$ cat src/rtl/alu_pkg.sv
// alu_pkg: shared width constant and operation encoding for the execute-stage ALU
package alu_pkg;
    localparam int XLEN = 32;
    typedef enum logic [2:0] {
        ALU_ADD   = 3'b000,
        ALU_SUB   = 3'b001,
        ALU_AND   = 3'b010,
        ALU_OR    = 3'b011,
        ALU_XOR   = 3'b100,
        ALU_SLT   = 3'b101,
        ALU_SLTU  = 3'b110,
        ALU_PASSB = 3'b111
    } alu_op_e;
endpackage

$ cat src/rtl/alu_if.sv
// alu_if: operand/opcode inputs and combinational/registered results of the ALU
interface alu_if import alu_pkg::*; ();
    logic [XLEN-1:0] rs1;
    logic [XLEN-1:0] rs2;
    logic [2:0]      ctrl;
    logic [XLEN-1:0] rd;
    logic            z;
    logic [XLEN-1:0] rd_q;
    logic            z_q;
    modport master (output rs1, rs2, ctrl, input rd, z, rd_q, z_q);
    modport slave  (input rs1, rs2, ctrl, output rd, z, rd_q, z_q);
endinterface

$ cat src/rtl/alu_addsub.sv
// alu_addsub: one XLEN+1 adder doing add or subtract; subtract also yields signed/unsigned less-than
module alu_addsub import alu_pkg::*; (
    input  logic [XLEN-1:0] a,
    input  logic [XLEN-1:0] b,
    input  logic            sub,
    output logic [XLEN-1:0] sum,
    output logic            lt,
    output logic            ltu
);
    logic [XLEN:0] full;
    logic          ovf;
    assign full = {1'b0, a} + {1'b0, b ^ {XLEN{sub}}} + {{XLEN{1'b0}}, sub};
    assign sum  = full[XLEN-1:0];
    assign ovf  = (a[XLEN-1] ^ b[XLEN-1]) & (sum[XLEN-1] ^ a[XLEN-1]);
    assign ltu  = ~full[XLEN];
    assign lt   = sum[XLEN-1] ^ ovf;
endmodule

$ cat src/rtl/alu_unit.sv
// alu_unit: op mux, zero detect and pipeline registers around the shared adder
module alu_unit import alu_pkg::*; (
    input logic  clk,
    input logic  rst_n,
    alu_if.slave bus
);
    logic [XLEN-1:0] sum;
    logic [XLEN-1:0] rd;
    logic            lt;
    logic            ltu;
    logic            sub;
    assign sub = bus.ctrl != ALU_ADD;
    alu_addsub u_addsub (
        .a   (bus.rs1),
        .b   (bus.rs2),
        .sub (sub),
        .sum (sum),
        .lt  (lt),
        .ltu (ltu)
    );
    // select the result for the current opcode
    always_comb begin
        case (alu_op_e'(bus.ctrl))
            ALU_ADD, ALU_SUB: rd = sum;
            ALU_AND:          rd = bus.rs1 & bus.rs2;
            ALU_OR:           rd = bus.rs1 | bus.rs2;
            ALU_XOR:          rd = bus.rs1 ^ bus.rs2;
            ALU_SLT:          rd = {{(XLEN-1){1'b0}}, lt};
            ALU_SLTU:         rd = {{(XLEN-1){1'b0}}, ltu};
            ALU_PASSB:        rd = bus.rs2;
            default:          rd = '0;
        endcase
    end
    assign bus.rd = rd;
    assign bus.z  = rd == '0;
    // capture result and flag for the next stage every cycle
    always_ff @(posedge clk or negedge rst_n) begin
        if (!rst_n) begin
            bus.rd_q <= '0;
            bus.z_q  <= 1'b0;
        end else begin
            bus.rd_q <= rd;
            bus.z_q  <= rd == '0;
        end
    end
endmodule

$ cat src/flat_wrapper.sv
// flat-port wrapper written by rule: the top's interface ports become plain ports
module alu_unit_flat import alu_pkg::*;
  (clk, rst_n, bus_rs1, bus_rs2, bus_ctrl, bus_rd, bus_z, bus_rd_q, bus_z_q);
  alu_if bus_i ();
  input logic clk;
  input logic rst_n;
  input wire logic [$bits(bus_i.rs1)-1:0] bus_rs1;
  input wire logic [$bits(bus_i.rs2)-1:0] bus_rs2;
  input wire logic [$bits(bus_i.ctrl)-1:0] bus_ctrl;
  output wire logic [$bits(bus_i.rd)-1:0] bus_rd;
  output wire logic [$bits(bus_i.z)-1:0] bus_z;
  output wire logic [$bits(bus_i.rd_q)-1:0] bus_rd_q;
  output wire logic [$bits(bus_i.z_q)-1:0] bus_z_q;
  assign bus_i.rs1 = bus_rs1;
  assign bus_i.rs2 = bus_rs2;
  assign bus_i.ctrl = bus_ctrl;
  assign bus_rd = bus_i.rd;
  assign bus_z = bus_i.z;
  assign bus_rd_q = bus_i.rd_q;
  assign bus_z_q = bus_i.z_q;
  alu_unit u_core (.clk(clk), .rst_n(rst_n), .bus(bus_i));
endmodule
$ cat config.mk
export PLATFORM = sky130hd
export DESIGN_NAME = alu_unit_flat
export DESIGN_NICKNAME = d
export VERILOG_FILES = /design/src/rtl/alu_pkg.sv /design/src/rtl/alu_if.sv /design/src/rtl/alu_addsub.sv /design/src/rtl/alu_unit.sv /design/src/flat_wrapper.sv
export SDC_FILE = /design/constraint.sdc
export NUM_CORES = 1
export LEC_CHECK = 0
export CAP_MARGIN = 25
export CORE_MARGIN = 10
export CORE_UTILIZATION = 50
export CTS_CLUSTER_SIZE = 8
export DETAILED_ROUTE_END_ITERATION = 8
export PLACE_DENSITY = 0.8
export SYNTH_ARGS = -nofsm -noshare
export SYNTH_HDL_FRONTEND = slang
export SYNTH_SLANG_ARGS = --single-unit
$ cat constraint.sdc
create_clock -name clk -period 10.2 [get_ports clk]
set_input_delay 2.04 -clock clk [delete_from_list [all_inputs] [get_ports clk]]
set_output_delay 2.04 -clock clk [all_outputs]
set_load 0.03 [all_outputs]
==> key figures <==
Finish
  • Share of cells above drive strength 1: slightly below 5%
  • Final nets: between 1,000 and 1,500
  • Antenna cells: 0
  • Layout area overhead: 25.9%
  • Register area: slightly above 800 um2
  • Commonest non-fill, non-tap cell in the layout: clkdlybuf4s50_1
  • Commonest non-fill, non-tap cells in the layout: 132 x clkdlybuf4s50_1, 95 x ha_1, 78 x inv_1
  • Final core occ: 64.0%
  • Filler cell count: approximately 1,000
  • Multi-input logic area: between 4000 and 5000 um2

CTS
  • Num CTS Buffers: 5
  • Htree depth: 2
  • Root buf cell: clkbuf_16
  • # resized after CTS: 0
  • Clk pin slew, worst setup/hold paths: around 50 ps
  • Clock sink count: 33
  • CTS tree: yes
  • Post-CTS Setup Repair Bufs: 0
  • Clk buf depth: 2
  • Cts hold-fix bufs: 0

Timing
  • Min Tclk post-route: ~9200 ps
  • Hold slack: 2150 ps
  • RSZ-0062 raised after global routing: false
  • Fin. max-slew vios: 0
  • Final setup violation count: 0
  • Worst-Margin Slew: ~900 ps
  • Final worst path period share: approximately 90%
  • Fmax: ~0.11 GHz
  • Final Hold Viols: 0
  • Slew Limit Headroom: roughly two fifths
  • Setup TNS: 0 ps
  • Setup WS post-layout: just over 1000 ps

Placement
  • Input/output buffers: ~130
  • Detailed Place HPWL: 16,900 um
  • Place WS: approximately 1100 ps
  • Gpl congestion: about 1.0

Power and ir drop
  • Leakage: approximately 0.0032 uW
  • Pwr Total: about 840 uW
  • Pwr/cell area: 115 nW/um2
  • Worst vdd ir: approximately 0.15 mV

Worst setup path
  • Worst path cell trace: clkdlybuf4s50_1 -> or2_1 -> nor2_4 -> xnor2_1 -> inv_1 -> fa_1 -> and2b_1 -> o2111ai_2 -> a211oi_4 -> nor2_1 -> o2111ai_1 -> or3b_1 -> or4_1 -> or4b_1 -> nor4_2 -> buf_4
  • Worst Path Buf+Inv: 3
  • WS Path Type: in2out
  • Arrival time worst endpoint: between 7000 and 8000 ps
  • Critical Path End Type: output port
  • CP Max Fanout: 12
  • Slowest-stage cell, CP: or4_1
  • Startpoint types: input port
  • Crit path max-delay family: simple AND/OR/NAND/NOR gates
  • Crit-path max cell delay: 570 ps
  • Crit path required time: between 8000 and 9000 ps

GRT
  • GRT Residual Overflow: 0
  • GRT Util Overall: roughly a quarter
  • Vias in the first global route: 5,760
  • Initial antenna violation count: 0
  • Largest net degree at the start of global routing: 50
  • First-pass GRT wire length: around 32,000 um

Detailed routing
  • Routed WL: between 20,000 and 25,000 um
  • Antenna Nets Post-Route: 0
  • Vias per inst: around 6.3
  • Detailed Routing Iterations Pass 1: 6
  • Via count: ~6,300
  • Initial DRC Count: 728
  • Routed wire per std cell: ~21 um
  • DRC: 0

Logic synthesis
  • Largest cells by area after synthesis: ha_1 20%, dfrtp_1 14%, xnor2_1 5.6%
  • Yosys reg bits: 33
  • Yosys warns: 0
  • Asr flop ratio synth: between 90% and 100%
  • Seq/Total Area, Yosys: 14.2%
  • Syn nets: between 900 and 1,000
  • Post-synthesis cell count: roughly 740
  • Synth Cell Area: roughly 5800 um2
  • Synth Area per Inst: 7.80 um2
  • Synth unique cells: 84
  • Main flop type after synthesis: dfrtp_1
  • Synth area leader: ha_1
  • Top-area cell type share of the netlist area: about a fifth
  • EDFF count, synth: 0

Floorplan
  • Die area: roughly 16,000 um2
  • Die width: 128 um
  • Rows: 39
  • # IOs: ~140
  • Height of the die: approximately 130 um
  • Initial Utilization: between 50% and 60%
  • Core area: 11,400 um2

Min path
  • Hold WC Path Type: in2async

Run status
  • Status: complete, no violations

Flow run
  • MaxCap Viol Count: 0
cells by family (layout without fill, tap and decap cells):
kind of cell | Yosys count | after routing | synth area share [%]
AOI/OAI and AO/OA | 239 | 239 | 29.0
adders and majority gates | 96 | 96 | 20.8
buffers and inverters | 124 | 232 | 9.93
muxes | 10 | 10 | 1.75
and+or+nand+nor | 201 | 201 | 18.1
xor gates and xnor gates | 41 | 41 | 6.18
DFF | 33 | 33 | 14.2
registers in the layout (all words and copies together) (netlist names):
register         count
u_core.bus.z_q       1
u_core.bus.rd_q     32
stage by stage:
step,instance area (um2),instances
floorplan,5810,744
global placement,7140,987
detailed placement,7140,987
CTS,7310,995
global route,7310,995
finish,7310,995
worst max-delay path by stage:
| stage | startpoint | end | cells after the start |
|---|---|---|---|
| 4_1_cts | bus_ctrl[1] | bus_z | 16 |
| 2_1_floorplan | bus_ctrl[1] | bus_z | 19 |
| 5_1_grt | bus_ctrl[1] | bus_z | 16 |
| 3_5_place_dp | bus_ctrl[1] | bus_z | 16 |
| 3_3_place_gp | bus_ctrl[2] | bus_z | 15 |
| 6_report | bus_ctrl[1] | bus_z | 16 |
Yosys cell counts, types with 6 or more instances:
cell,n
nor3_1,19
nor4_1,7
or3_1,7
a211oi_1,7
nor2_1,38
mux2i_1,9
xnor2_1,37
o21ai_0,47
ha_1,95
or4_1,6
inv_1,78
o31ai_1,7
nand2b_1,9
a21o_1,21
a222oi_1,8
o21a_1,8
nand4_1,10
nand3_1,18
nand2_1,54
buf_2,9
a21oi_1,54
buf_6,6
o211ai_1,7
a22oi_1,12
clkbuf_1,18
dfrtp_1,33
area by class of cell:
| cell class | instances | area share [%] |
|---|---|---|
| Timing Repair Buffer | 146 | 19.5 |
| Inverter | 78 | 4.01 |
| Multi-Input combinational cell | 587 | 60.4 |
| Tap cell | 143 | 2.45 |
| Clock buffer | 7 | 1.95 |
| Sequential cell | 33 | 11.3 |
| Clock inverter | 1 | 0.411 |
metal layers:
layer | global-route usage, % | vias up | part of all wire [%]
met5 | 0 | - | 0
li1 | - | 2928 | -
met2 | 34.4 | 323 | 42
met3 | 5.00 | 26 | 11
met4 | 5.03 | 0 | 1.2
met1 | 35.9 | 3006 | 45
where the power goes:
group / leakage [uW] / internal, uW / switching, uW
sequential: 0.000405 / 150 / 4.94
clock: 0.0000841 / 122 / 49.7
combinational: 0.00274 / 198 / 315
(Power assumes the default switching activity.)
